## config.mk

```make
export PLATFORM = sky130hd
export DESIGN_NAME = axil_traffic_master
export DESIGN_NICKNAME = d
export VERILOG_FILES = /design/src/rtl/axil_traffic_master_pkg.sv /design/src/rtl/axil_traffic_master_lfsr.sv /design/src/rtl/axil_traffic_master.sv
export SDC_FILE = /design/constraint.sdc
export NUM_CORES = 1
export LEC_CHECK = 0
export ABC_AREA = 1
export CAP_MARGIN = 20
export CORE_MARGIN = 2
export CORE_UTILIZATION = 25
export DETAILED_ROUTE_END_ITERATION = 8
export PLACE_DENSITY_LB_ADDON = 0.15
export SYNTH_ARGS = -nofsm -noshare
export SYNTH_HDL_FRONTEND = slang
export SYNTH_SLANG_ARGS = --single-unit
```

## constraint.sdc

```tcl
create_clock -name iCLK -period 2.2 [get_ports iCLK]
set_input_delay 0.22 -clock iCLK [delete_from_list [all_inputs] [get_ports iCLK]]
set_output_delay 0.22 -clock iCLK [all_outputs]
set_load 0.1 [all_outputs]
```

## src/rtl/axil_traffic_master_pkg.sv

```systemverilog
// Shared constants, FSM encoding and LFSR helpers for the AXI4-Lite traffic master.
package axil_traffic_master_pkg;

  localparam int MODE_WRCHK = 0;
  localparam int MODE_WR    = 1;
  localparam int MODE_RD    = 2;

  localparam logic [31:0] LFSR_MASK = 32'h8020_0003;

  typedef enum logic [2:0] {
    ST_IDLE = 3'd0,
    ST_GEN  = 3'd1,
    ST_WR   = 3'd2,
    ST_RD   = 3'd3,
    ST_NEXT = 3'd4,
    ST_FIN  = 3'd5
  } state_t;

  // One right-shifting Galois step; the bit shifted out folds the mask back in.
  function automatic logic [31:0] lfsr_step(input logic [31:0] s);
    logic [31:0] n;
    n = {1'b0, s[31:1]};
    if (s[0]) begin
      n = n ^ LFSR_MASK;
    end else begin
      n = n;
    end
    return n;
  endfunction

  function automatic logic [31:0] seed_fix(input logic [31:0] s);
    if (s == 32'd0) begin
      return 32'd1;
    end else begin
      return s;
    end
  endfunction

endpackage

```

## src/rtl/axil_traffic_master_lfsr.sv

```systemverilog
// 32-bit Galois LFSR with seed load; exposes the next two states combinationally
// so one transaction (address step A, data step D) is produced per advance.
module traffic_lfsr
  import axil_traffic_master_pkg::*;
#(
  parameter logic [31:0] SEED = 32'hACE1_0001
) (
  input  logic        iCLK,
  input  logic        iRST,
  input  logic        load,
  input  logic [31:0] seed,
  input  logic        advance,
  output logic [31:0] lfsr_a,
  output logic [31:0] lfsr_d
);

  logic [31:0] state_r;

  // Two chained steps from the current state.
  always_comb begin
    lfsr_a = lfsr_step(state_r);
    lfsr_d = lfsr_step(lfsr_a);
  end

  // State register: reseed on load, otherwise jump two steps on advance.
  always_ff @(posedge iCLK or negedge iRST) begin
    if (!iRST) begin
      state_r <= seed_fix(SEED);
    end else if (load) begin
      state_r <= seed_fix(seed);
    end else if (advance) begin
      state_r <= lfsr_d;
    end else begin
      state_r <= state_r;
    end
  end

endmodule

```

## src/rtl/axil_traffic_master.sv

```systemverilog
// LFSR-driven AXI4-Lite traffic master (write / read / write-readback-check).
// Optional first-mismatch capture ports: define TRAFFIC_FIRST_ERR_CAPTURE_EN.
module axil_traffic_master
  import axil_traffic_master_pkg::*;
#(
  parameter int          ADDR_WIDTH = 32,
  parameter int          DATA_WIDTH = 32,
  parameter int          MAX_OFFSET = 2,
  parameter int          NUM_TXN    = 32,
  parameter logic [31:0] SEED       = 32'hACE1_0001,
  parameter int          MODE       = 0
) (
  input  logic                  iCLK,
  input  logic                  iRST,
  input  logic                  iSTART,
  input  logic                  iDONE,
  input  logic [DATA_WIDTH-1:0] r_DATA,
  output logic                  w_REQ,
  output logic                  r_REQ,
  output logic [ADDR_WIDTH-1:0] w_ADDR,
  output logic [DATA_WIDTH-1:0] w_DATA,
  output logic [ADDR_WIDTH-1:0] r_ADDR,
  output logic                  oBUSY,
  output logic                  oFINISH,
  output logic                  oPASS,
  output logic [15:0]           oERR_CNT,
  output logic [15:0]           oTXN_CNT
`ifdef TRAFFIC_FIRST_ERR_CAPTURE_EN
  ,
  output logic [ADDR_WIDTH-1:0] oERR_ADDR,
  output logic [DATA_WIDTH-1:0] oERR_EXP,
  output logic [DATA_WIDTH-1:0] oERR_ACT,
  output logic                  oERR_VALID
`endif
);

  localparam int          REP       = (DATA_WIDTH + 31) / 32;
  // Keeps the region field and A[7:2]; the low two bits are forced to zero.
  localparam logic [63:0] ADDR_MASK = (64'(MAX_OFFSET) << 8) - 64'd4;

  state_t                state_r;
  state_t                state_s;
  logic                  load_s;
  logic                  adv_s;
  logic [31:0]           lfsr_a_s;
  logic [31:0]           lfsr_d_s;
  logic [ADDR_WIDTH-1:0] gen_addr_s;
  logic [DATA_WIDTH-1:0] gen_data_s;
  logic [ADDR_WIDTH-1:0] addr_r;
  logic [DATA_WIDTH-1:0] data_r;
  logic [ADDR_WIDTH-1:0] cur_addr_s;
  logic [DATA_WIDTH-1:0] cur_data_s;
  logic                  err_hit_s;
  logic                  txn_last_s;

  traffic_lfsr #(
    .SEED (SEED)
  ) u_lfsr (
    .iCLK    (iCLK),
    .iRST    (iRST),
    .load    (load_s),
    .seed    (SEED),
    .advance (adv_s),
    .lfsr_a  (lfsr_a_s),
    .lfsr_d  (lfsr_d_s)
  );

  assign gen_addr_s = ADDR_WIDTH'({32'd0, lfsr_a_s} & ADDR_MASK);
  assign gen_data_s = DATA_WIDTH'({REP{lfsr_d_s}});
  assign err_hit_s  = (state_r == ST_RD) && iDONE && (MODE == MODE_WRCHK) && (r_DATA != data_r);
  assign txn_last_s = (({1'b0, oTXN_CNT} + 17'd1) == 17'(NUM_TXN));

  // FSM state register.
  always_ff @(posedge iCLK or negedge iRST) begin
    if (!iRST) begin
      state_r <= ST_IDLE;
    end else begin
      state_r <= state_s;
    end
  end

  // Next-state decode plus LFSR load/advance strobes.
  always_comb begin
    state_s = state_r;
    load_s  = 1'b0;
    adv_s   = 1'b0;
    case (state_r)
      ST_IDLE: begin
        if (iSTART) begin
          state_s = ST_GEN;
          load_s  = 1'b1;
        end else begin
          state_s = ST_IDLE;
        end
      end
      ST_GEN: begin
        adv_s = 1'b1;
        if (MODE == MODE_RD) begin
          state_s = ST_RD;
        end else begin
          state_s = ST_WR;
        end
      end
      ST_WR: begin
        if (iDONE) begin
          if (MODE == MODE_WRCHK) begin
            state_s = ST_RD;
          end else begin
            state_s = ST_NEXT;
          end
        end else begin
          state_s = ST_WR;
        end
      end
      ST_RD: begin
        if (iDONE) begin
          state_s = ST_NEXT;
        end else begin
          state_s = ST_RD;
        end
      end
      ST_NEXT: begin
        if (txn_last_s) begin
          state_s = ST_FIN;
        end else begin
          state_s = ST_GEN;
        end
      end
      ST_FIN: begin
        state_s = ST_IDLE;
      end
      default: begin
        state_s = ST_IDLE;
      end
    endcase
  end

  // In GEN the fresh LFSR values are not yet registered, so forward them.
  always_comb begin
    if (state_r == ST_GEN) begin
      cur_addr_s = gen_addr_s;
      cur_data_s = gen_data_s;
    end else begin
      cur_addr_s = addr_r;
      cur_data_s = data_r;
    end
  end

  // Per-transaction address/data hold registers.
  always_ff @(posedge iCLK or negedge iRST) begin
    if (!iRST) begin
      addr_r <= {ADDR_WIDTH{1'b0}};
      data_r <= {DATA_WIDTH{1'b0}};
    end else if (state_r == ST_GEN) begin
      addr_r <= gen_addr_s;
      data_r <= gen_data_s;
    end else begin
      addr_r <= addr_r;
      data_r <= data_r;
    end
  end

  // Registered request, status and counter outputs.
  always_ff @(posedge iCLK or negedge iRST) begin
    if (!iRST) begin
      w_REQ    <= 1'b0;
      r_REQ    <= 1'b0;
      w_ADDR   <= {ADDR_WIDTH{1'b0}};
      w_DATA   <= {DATA_WIDTH{1'b0}};
      r_ADDR   <= {ADDR_WIDTH{1'b0}};
      oBUSY    <= 1'b0;
      oFINISH  <= 1'b0;
      oPASS    <= 1'b0;
      oERR_CNT <= 16'd0;
      oTXN_CNT <= 16'd0;
    end else begin
      w_REQ   <= (state_s == ST_WR);
      r_REQ   <= (state_s == ST_RD);
      w_ADDR  <= (state_s == ST_WR) ? cur_addr_s : {ADDR_WIDTH{1'b0}};
      w_DATA  <= (state_s == ST_WR) ? cur_data_s : {DATA_WIDTH{1'b0}};
      r_ADDR  <= (state_s == ST_RD) ? cur_addr_s : {ADDR_WIDTH{1'b0}};
      oFINISH <= (state_s == ST_FIN);
      if (load_s) begin
        oBUSY <= 1'b1;
      end else if (state_r == ST_FIN) begin
        oBUSY <= 1'b0;
      end else begin
        oBUSY <= oBUSY;
      end
      if (state_r == ST_FIN) begin
        oPASS <= (oERR_CNT == 16'd0);
      end else begin
        oPASS <= oPASS;
      end
      if (load_s) begin
        oERR_CNT <= 16'd0;
      end else if (err_hit_s && (oERR_CNT != 16'hFFFF)) begin
        oERR_CNT <= oERR_CNT + 16'd1;
      end else begin
        oERR_CNT <= oERR_CNT;
      end
      if (load_s) begin
        oTXN_CNT <= 16'd0;
      end else if (state_r == ST_NEXT) begin
        oTXN_CNT <= oTXN_CNT + 16'd1;
      end else begin
        oTXN_CNT <= oTXN_CNT;
      end
    end
  end

`ifdef TRAFFIC_FIRST_ERR_CAPTURE_EN
  // First-mismatch capture, armed again by each new run.
  always_ff @(posedge iCLK or negedge iRST) begin
    if (!iRST) begin
      oERR_ADDR  <= {ADDR_WIDTH{1'b0}};
      oERR_EXP   <= {DATA_WIDTH{1'b0}};
      oERR_ACT   <= {DATA_WIDTH{1'b0}};
      oERR_VALID <= 1'b0;
    end else if (load_s) begin
      oERR_ADDR  <= {ADDR_WIDTH{1'b0}};
      oERR_EXP   <= {DATA_WIDTH{1'b0}};
      oERR_ACT   <= {DATA_WIDTH{1'b0}};
      oERR_VALID <= 1'b0;
    end else if (err_hit_s && !oERR_VALID) begin
      oERR_ADDR  <= addr_r;
      oERR_EXP   <= data_r;
      oERR_ACT   <= r_DATA;
      oERR_VALID <= 1'b1;
    end else begin
      oERR_ADDR  <= oERR_ADDR;
      oERR_EXP   <= oERR_EXP;
      oERR_ACT   <= oERR_ACT;
      oERR_VALID <= oERR_VALID;
    end
  end
`endif

endmodule

```

Yosys cells after proc, flatten, opt, wreduce, memory -nomap -nowiden
Index checks and enable logic that the tools add are counted.
W data, S select, Z words.
{ "op_classes": {"div_mod_pow": 0, "multipliers": 0, "muxes": 23, "n_lt_le_gt_ge": 0, "bitwise": 2, "n_addsub": 3, "n_shift": 0, "eq_ne": 11, "reduce_logical": 9} }
{ "ops": {"columns": ["cell", "n"], "rows": [
  ["$mux W32", 9],
  ["$mux W16", 4],
  ["$add A16 B1 Y16 const B", 2],
  ["$ne A32 B32 Y1", 1],
  ["$add A16 B1 Y17 const B", 1],
  ["$eq A17 B6 Y1 const B", 1],
  ["$logic_not A16 Y1", 1],
  ["$ne A16 B16 Y1 const B", 1],
  ["$pmux W3 S5", 1],
  ["$eq A3 B2 Y1 const B", 4],
  ["$eq A3 B3 Y1 const B", 3],
  ["$not A3 Y4", 2],
  ["$reduce_bool A2 Y1", 4],
  ["$mux W1", 7],
  ["$mux W3", 2],
  ["$eq A3 B1 Y1 const B", 1],
  ["$logic_and A1 B1 Y1", 3],
  ["$logic_not A3 Y1", 1]
]} }
{ "totals": {"ram_bits": 0, "input_bits": 36, "n_memories": 0, "out_inout_bits": 133, "regBits": 232, "rom_bits": 0, "latch_bits": 0, "elab_cells": 62} }

Longest topological paths before layout
Gate-level depths: netlist of run 1.
{ "logic_depth": {"word_depth": 6, "mapped_depth": 12, "ltp_nobuf": 11} }

Cells and area by module
A second synthesis of run 1 with hierarchy kept.
{ "unflattened": {"hier_cells": 1192, "hier_area_um2": 10503.8} }
{ "by_module_without_submodules": {"columns": ["mod", "area_each_um2", "instances", "seq_area_each_um2", "cells_per_inst"], "rows": [
  ["axil_traffic_master", 8326.7, 1, 5004.8, 903],
  ["traffic_lfsr", 2177.1, 1, 812.0, 289]
]} }

Least setup slack after synthesis of run 1
Ideal clock, no wire load.
{ "synth_timing": {"path_kind": "reg2reg", "from": "register oERR_CNT[0]", "to": "register oERR_CNT[5]", "t_arrival_ns": 2.363, "setup_slack_ns": -0.232, "path_buffers": 1, "period_less_slack_ns": 2.432, "setup_time_ns": 0.069, "stages_incl_launch_ff": 11, "t_required_ns": 2.131, "cell_sequence": "dfrtp_1 > ha_1 > nand2_1 > nor2_4 > nand4_1 > o21ai_1 > inv_2 > nand2_4 > buf_6 > nand3_1 > nand2_1"} }
{ "synth_between": {"elab_chain_len": 3, "word_cells_on_any_way": 6, "classes_between": "add/sub: 1; eq/ne: 1; mux: 2; reduce/logical: 2"} }
{ "synth_lines": {"columns": ["item", "line", "rtl"], "rows": [
  ["start: declaration", "axil_traffic_master.sv:26", "output logic [15:0] oERR_CNT,"],
  ["start signal: assignment", "axil_traffic_master.sv:198", "oERR_CNT <= oERR_CNT + 16'd1;"],
  ["start signal: assignment", "axil_traffic_master.sv:200", "oERR_CNT <= oERR_CNT;"],
  ["$add A16 B1 Y16 or $ne A16 B16 Y1 (tied branches)", "axil_traffic_master.sv:198, axil_traffic_master.sv:197", null],
  ["$mux W16 or $logic_and A1 B1 Y1 (tied branches)", "axil_traffic_master.sv:197", "end else if (err_hit_s && (oERR_CNT != 16'hFFFF)) begin"],
  ["$mux W16 or $reduce_bool A2 Y1 (tied branches)", null, null]
]} }
Several ways; a longest one is shown, not always the timed one. The select of a mux whose other input is x is not followed.
A chain may end at the register's enable or synchronous reset.

Final worst setup path of run 1
{ "layout_timing": {"from": "register state_r[1]", "to": "register w_DATA[17]"} }
{ "layout_between": {"elab_chain_len": 4, "word_cells_on_any_way": 9, "classes_between": "eq/ne: 5; mux: 3; reduce/logical: 1"} }
{ "layout_lines": {"columns": ["item", "line", "rtl"], "rows": [
  ["start: declaration", "axil_traffic_master.sv:41", "state_t state_r;"],
  ["start signal: assignment", "axil_traffic_master.sv:78", "state_r <= state_s;"],
  ["$eq A3 B3 Y1 (tied with other cells)", "axil_traffic_master.sv:87", "case (state_r)"],
  ["$pmux W3 S5", "axil_traffic_master.sv:87", null],
  ["$eq A3 B2 Y1", "axil_traffic_master.sv:180", "w_DATA <= (state_s == ST_WR) ? cur_data_s : {DATA_WIDTH{1'b0}};"],
  ["$mux W32 (*)", "axil_traffic_master.sv:180", null],
  ["end signal: assignment", "axil_traffic_master.sv:169", "w_DATA <= {DATA_WIDTH{1'b0}};"],
  ["end signal: assignment", "axil_traffic_master.sv:180", null],
  ["end: declaration", "axil_traffic_master.sv:21", "output logic [DATA_WIDTH-1:0] w_DATA,"]
]} }
Mark *: on every way between the ends. The rest lies on a longest branch, timed or not.

==> impl_metrics.py, run 1 <==
metrics = {
    "detailed_routing": {
        "drt_first_pass_iters": 4,
        "drt_iter0_markers": 336,
        "antenna_violating_nets_post_route": 0,
        "vias_per_cell": 4.05,
        "routedWlPerCell_um": 14.2,
        "vias": 7052,
        "routed_wl_mm": 24.7,
        "drc": 0,
    },
    "critical_path": {
        "critical_path.startpoint": "state_r[1]",
        "timing.rr.end": "w_DATA[17]",
        "regToRegStartpoint": "state_r[1]",
        "critPathLaunchType": "flip-flop",
        "timing.critical_path.arrival_ps": 2320,
        "timing.critical_path.fanout_max": 18,
        "r2r_setup_slack_ps": 330,
        "setup.worst_path.class": "flip-flop to flip-flop",
        "critical_path_cell_sequence": "inv_2 -> nand2_1 -> nor2_2 -> inv_2 -> nand2_1 -> inv_2 -> nand3_4 -> buf_4 -> nor2_1",
        "cp_slowest_cell": "dfrtp_1",
        "worst-endpoint-required_ps": 2650,
        "crit_path_frequent_cell": "inv_2",
        "r2r.worst_path.cells": 9,
        "max_stage_delay_ps": 430,
        "end_kind": "flip-flop",
        "timing.critical_path.to": "w_DATA[17]",
    },
    "synthesis": {
        "ys_types": 36,
        "synth-edff-count": 0,
        "post_synth_and_or_nand_nor_area_fraction": 0.216,
        "syn-instance-count": 1023,
        "yosys_warns": 0,
        "synthesis.nets": 1063,
        "share_of_the_synthesized_netlist_area_taken_by_xor_and_xnor_gates": 0.0390,
        "ys_top_cells_by_area": "dfrtp_1, nand2_1, inv_1",
        "yosys.cell_count.top_type": "nand2_1",
        "synth_top_flop_cell": "dfrtp_1",
        "synth-compound-area-share": 0.0400,
        "post_synth_mux_area_share": 0,
        "synth_top_cell_area_share": 0.591,
        "ys_ff_latch": 232,
        "synth_top_cells_by_count": "nand2_1, dfrtp_1, inv_1",
        "synth-seq-area-share": 0.616,
        "synth-adder-area-share": 0.00530,
        "avgSynthCellArea_um2": 9.23,
        "yosysTopAreaCell": "dfrtp_1",
        "synth_top_family_by_area": "simple AND/OR/NAND/NOR gates",
        "synth_area_um2": 9440,
        "synth-async-reset-ratio": 1.00,
    },
    "placed_design": {
        "placed_cells": 1691,
        "post_place_setup_slack_ps": 147,
        "area_after_detailed_placement_um2": 11500,
        "io_buffers": 168,
        "gpl.final_weighted_congestion": 0.804,
        "dp.final_hpwl_mm": 16.7,
    },
    "sta": {
        "minimum_clock_period_after_layout_ps": 1870,
        "slew_headroom": 0.543,
        "rsz0062_at_grt": "no",
        "clock.fmax_mhz": 535,
        "fin_tns_setup_ps": 0,
        "report.final.hold_viol_count": 0,
        "timing_max_transition_violations_final": 0,
        "finClkSkew_ps": 27.2,
        "setup_viol_count_final": 0,
        "final_critical_path_setup_slack_ps": 329,
        "tightestPinTransition_ps": 686,
        "layout_worst_path_cycle_share": 0.850,
    },
    "power": {
        "power-per-cell-area_nw_per_um2": 1240,
        "power_mw": 15.4,
        "vdd_ir_drop_max_mv": 0.711,
        "power.static_leakage_nw": 6.48,
    },
    "cts": {
        "clock_sink_count": 232,
        "cts-root-to-sink-buffers": 3,
        "worst_skew_pair_later_pin_latency_ps": 540,
        "cts-root-buf": "clkbuf_16",
        "post_cts_buffers": 0,
        "cts.htree.levels": 1,
        "tritoncts": "built",
        "cts_buf_count": 27,
        "path_clk_slew_ps": 60,
    },
    "outcome": {
        "run_status": "completed",
    },
    "global_route": {
        "number_of_antenna_violations_at_the_first_check_in_global_routing": 1,
        "largest_net_degree_at_the_start_of_global_routing": 64,
        "first_global_vias": 7350,
        "groute.usage.overall": 0.130,
        "global_route.overflow_total": 0,
        "grt_pass1_wl_mm": 40.5,
    },
    "cells_and_area": {
        "final_area_um2": 12400,
        "regArea_um2": 5820,
        "finish.cell_count_without_fillers": 1742,
        "multi_input_area_um2": 2850,
        "num-nets-final": 1250,
        "layout-area-overhead-vs-synth_pct": 31.3,
        "fillCellCount": 3949,
        "final_layout_size_suffix_gt1_frac": 0.189,
    },
    "floorplan": {
        "core_area_um2": 37400,
        "floorplan.rows": 71,
        "die_area_um2": 39300,
        "num_io_pins": 169,
        "die_w_um": 198,
        "die-height_um": 198,
        "floorplan.initialDensity": 0.252,
    },
    "hold_path": {
        "min_path_type": "input port to async pin",
    },
    "job": {
        "drv_cap": 0,
    },
}
-- metal layers --
metal,GRT usage,vias to the layer above,wire length [um]
met4,0.0343,0,603
met5,0,-,0
met2,0.200,129,11000
met3,0.0404,33,1770
li1,-,3530,-
met1,0.175,3360,11400
-- per-stage QoR --
step | hold slack (ps) | util
finish | 187 | 0.331
global route | 227 | 0.331
CTS | 201 | 0.331
detailed placement | 202 | 0.308
global placement | 193 | 0.308
floorplan | -75.6 | -
-- area by class of cell --
type / count / area share
antenna: 1 / 0.000202
clock buffer: 40 / 0.0641
clock inverter: 9 / 0.00414
inverter: 170 / 0.0515
multi-input combinational: 589 / 0.230
sequential: 232 / 0.470
tap: 511 / 0.0516
timing repair buffer: 190 / 0.129
-- state kept, by name, indices dropped and copies added, names as in the netlist --
signal	count
oFINISH	1
u_lfsr.state_r	32
addr_r	32
oTXN_CNT	16
w_DATA	32
r_REQ	1
oBUSY	1
oPASS	1
r_ADDR	32
w_REQ	1
oERR_CNT	16
data_r	32
w_ADDR	32
state_r	3
-- critical path: cells and delay by family, from the launching register on --
family	cells	cell delay, ps
buffers and inverters	4	750
AND/OR/NAND/NOR	5	590
flip-flops	1	430
-- worst min-delay path by stage --
stage | to | from
final | oTXN_CNT[12] | iRST
after global routing | oTXN_CNT[12] | iRST
after CTS | oTXN_CNT[12] | iRST
after detailed placement | oTXN_CNT[12] | iRST
after global placement | oTXN_CNT[12] | iRST
after floorplan | addr_r[0] | iRST
-- where the power goes --
part	internal [mW]	switching, mW
logic	1.39	4.13
registers	5.15	0.465
clock network	2.48	1.78
total	9.03	6.38
-- cells by family after synthesis --
kind of cell    after synthesis
xor+xnor                     42
fa+ha+maj                     4
simple gates                474
compound gates               69
flops                       232
buf+inv                     202
-- placed cells by master (no fill, tap or decap), drive strengths merged, types with 4 or more instances in the layout --
master	count
dfstp	9
dfrtp	223
nor2	128
clkinv	7
clkdlybuf4s50	34
ha	4
nand2	234
xor2	19
o22ai	9
o21ai	48
nor3	6
xnor2	23
nand4	31
clkbuf	40
a21oi	5
buf	155
inv	171
nor4	4
nand3	68
-- what timing repair did --
item                                    CTS  global route
hold buffers                              1             0
endpoints found under the setup margin    0            16
hold endpoints to repair                 50             0
resized for setup                         0             1
Power figures use the tool's default switching activity.
==> inputs of run 2 (changes only) <==
ABC_AREA = default   (was 1)
==> run 2 against run 1 <==
Synthesized cell count is 18% lower. Cell area down 0.75%. Via count shrank 7.4%. Utilization rose by 1.6 points. Clock power up 22%. Critical path type unchanged. Critical endpoint is now oERR_CNT[6]. Largest cell class unchanged. Largest power group is now combinational logic. Highest routed layer is now met5.
==> impl_metrics.py, run 2 <==
metrics = {
    "outcome": {
        "run_status": "completed",
    },
    "synthesis": {
        "synth-edff-count": 0,
        "yosys_warns": 0,
        "synth_top_cells_by_count": "dfrtp_1, nand2_1, nor2_1",
        "ys_top_cells_by_area": "dfrtp_1, nand2_1, nor2_1",
        "ys_ff_latch": 232,
        "synth_top_family_by_area": "simple AND/OR/NAND/NOR gates",
        "syn-instance-count": 835,
        "post_synth_mux_area_share": 0.00335,
        "synth_top_flop_cell": "dfrtp_1",
        "synth-adder-area-share": 0.00559,
        "synth-compound-area-share": 0.0759,
        "ys_types": 55,
        "post_synth_and_or_nand_nor_area_fraction": 0.180,
        "synth-async-reset-ratio": 1.00,
        "avgSynthCellArea_um2": 10.7,
        "synthesis.nets": 875,
        "synth_area_um2": 8950,
        "share_of_the_synthesized_netlist_area_taken_by_xor_and_xnor_gates": 0.0499,
        "yosysTopAreaCell": "dfrtp_1",
        "synth_top_cell_area_share": 0.623,
        "synth-seq-area-share": 0.650,
        "yosys.cell_count.top_type": "dfrtp_1",
    },
    "cells_and_area": {
        "layout-area-overhead-vs-synth_pct": 37.4,
        "regArea_um2": 5860,
        "final_area_um2": 12300,
        "num-nets-final": 1083,
        "fillCellCount": 3603,
        "multi_input_area_um2": 2880,
        "mostFrequentLayoutCells": "dfrtp_1, buf_4, nand2_1",
        "layout_commonest_cell": "dfrtp_1",
        "antenna_cells": 0,
        "final_layout_size_suffix_gt1_frac": 0.266,
    },
    "cts": {
        "cts_buf_count": 28,
        "cts-root-buf": "clkbuf_16",
        "post_cts_buffers": 0,
        "clock_sink_count": 232,
        "path_clk_slew_ps": 60,
        "cts.htree.levels": 1,
        "cts-root-to-sink-buffers": 3,
        "worst_skew_pair_later_pin_latency_ps": 570,
        "tritoncts": "built",
    },
    "job": {
        "drv_cap": 0,
    },
    "global_route": {
        "largest_net_degree_at_the_start_of_global_routing": 65,
        "global_route.overflow_total": 0,
        "grt_pass1_wl_mm": 39.9,
        "groute.usage.overall": 0.133,
        "number_of_antenna_violations_at_the_first_check_in_global_routing": 1,
        "first_global_vias": 6773,
    },
    "power": {
        "power.static_leakage_nw": 6.27,
        "p_int_mw": 10.1,
        "vdd_ir_drop_max_mv": 0.799,
        "power.clock.fraction": 0.305,
        "combinationalPowerShare": 0.357,
        "p_seq_frac": 0.339,
        "p_sw_mw": 6.94,
        "power-per-cell-area_nw_per_um2": 1380,
        "netSwitchingFraction": 0.408,
    },
    "detailed_routing": {
        "vias": 6533,
        "routedWlPerCell_um": 16.2,
        "vias_per_cell": 4.28,
        "antenna_violating_nets_post_route": 0,
        "routed_wl_mm": 24.7,
        "drc": 0,
        "drt_iter0_markers": 252,
        "drt_first_pass_iters": 4,
    },
    "sta": {
        "slew_headroom": 0.644,
        "clock.fmax_mhz": 475,
        "report.final.hold_viol_count": 0,
        "setup_viol_count_final": 0,
        "finClkSkew_ps": 31.3,
        "minimum_clock_period_after_layout_ps": 2110,
        "final_critical_path_setup_slack_ps": 95.0,
        "tightestPinTransition_ps": 530,
        "timing_max_transition_violations_final": 0,
        "fin_tns_setup_ps": 0,
        "post_route_hold_slack_ps": 212,
        "layout_worst_path_cycle_share": 0.957,
    },
    "critical_path": {
        "regToRegStartpoint": "data_r[4]",
        "critPathLaunchType": "flip-flop",
        "setup.worst_path.class": "flip-flop to flip-flop",
        "end_kind": "flip-flop",
        "timing.critical_path.arrival_ps": 2530,
        "worst-endpoint-required_ps": 2620,
        "r2r.worst_path.cells": 9,
        "timing.critical_path.fanout_max": 7,
        "timing.rr.end": "oERR_CNT[6]",
        "r2r_setup_slack_ps": 90,
        "critical_path.startpoint": "data_r[4]",
    },
    "placed_design": {
        "dp.final_hpwl_mm": 16.3,
        "post_place_setup_slack_ps": -196,
        "area_after_detailed_placement_um2": 11200,
        "gpl.final_weighted_congestion": 0.752,
        "io_buffers": 168,
    },
    "hold_path": {
        "min_path_type": "input port to async pin",
    },
    "floorplan": {
        "floorplan.rows": 69,
        "die_area_um2": 37300,
        "core_area_um2": 35400,
        "num_io_pins": 169,
        "die-height_um": 193,
        "floorplan.initialDensity": 0.253,
        "die_w_um": 193,
    },
}
[run 2: what timing repair did]
| action | in CTS | in global routing |
|---|---|---|
| setup endpoints to repair | 0 | 9 |
| gates resized for setup | 0 | 5 |
| hold buffers | 1 | 0 |
| hold endpoints to repair | 50 | 0 |
[run 2: worst max-delay path by stage]
| stage | endpoint | slack (ps) |
|---|---|---|
| 6_report | oERR_CNT[6] | 90 |
| 5_1_grt | oERR_CNT[4] | -10 |
| 4_1_cts | oERR_CNT[11] | 30 |
| 3_5_place_dp | oERR_CNT[11] | -200 |
| 3_3_place_gp | oERR_CNT[14] | -160 |
| 2_1_floorplan | state_r[2] | -40 |
[run 2: kinds of logic (layout without fill, tap and decap cells)]
| logic type | Yosys count | after routing |
|---|---|---|
| and+or+nand+nor | 357 | 357 |
| buffers and inverters | 78 | 307 |
| xor gates and xnor gates | 51 | 51 |
| DFF | 232 | 232 |
| muxes | 3 | 3 |
| AOI/OAI and AO/OA | 110 | 110 |
| adders and majority gates | 4 | 4 |
[run 2: critical path, cell delays in order (launching register included)]
cell	delay [ps]
dfrtp_1	380
xnor2_1	140
buf_4	140
nand4_1	120
nor4_4	80
buf_12	130
a211oi_2	480
buf_4	210
a21oi_1	60
a31o_2	210
[run 2: cell type report]
class                      instances  share of cell area
clock buffer                      38              0.0625
clock inverter                    13              0.0218
inverter                          43              0.0131
multi-input combinational        525               0.234
sequential                       232               0.477
tap                              461              0.0469
timing repair buffer             213               0.145
[run 2: routing by layer]
metal	vias up	part of all wire	track usage
met3	41	0.052	0.0307
li1	3163	-	-
met4	2	0.027	0.0370
met5	-	0.00057	0
met2	126	0.47	0.216
met1	3201	0.45	0.179
[run 2: per-stage QoR]
step                instances   util  power [mW]
global placement         1473  0.317        12.0
detailed placement       1473  0.317        12.0
finish                   1525  0.347        17.0
CTS                      1525  0.347        17.3
global route             1525  0.347        18.0
floorplan                 835      -        9.99
[run 2: power groups by stage]
stage	combinational, mW	clock, mW	sequential (mW)
floorplan	2.12	0	7.86
detailed placement	6.18	0	5.84
finish	6.07	5.18	5.75
global route	6.57	5.53	5.88
CTS	6.20	5.34	5.77
global placement	6.19	0	5.83
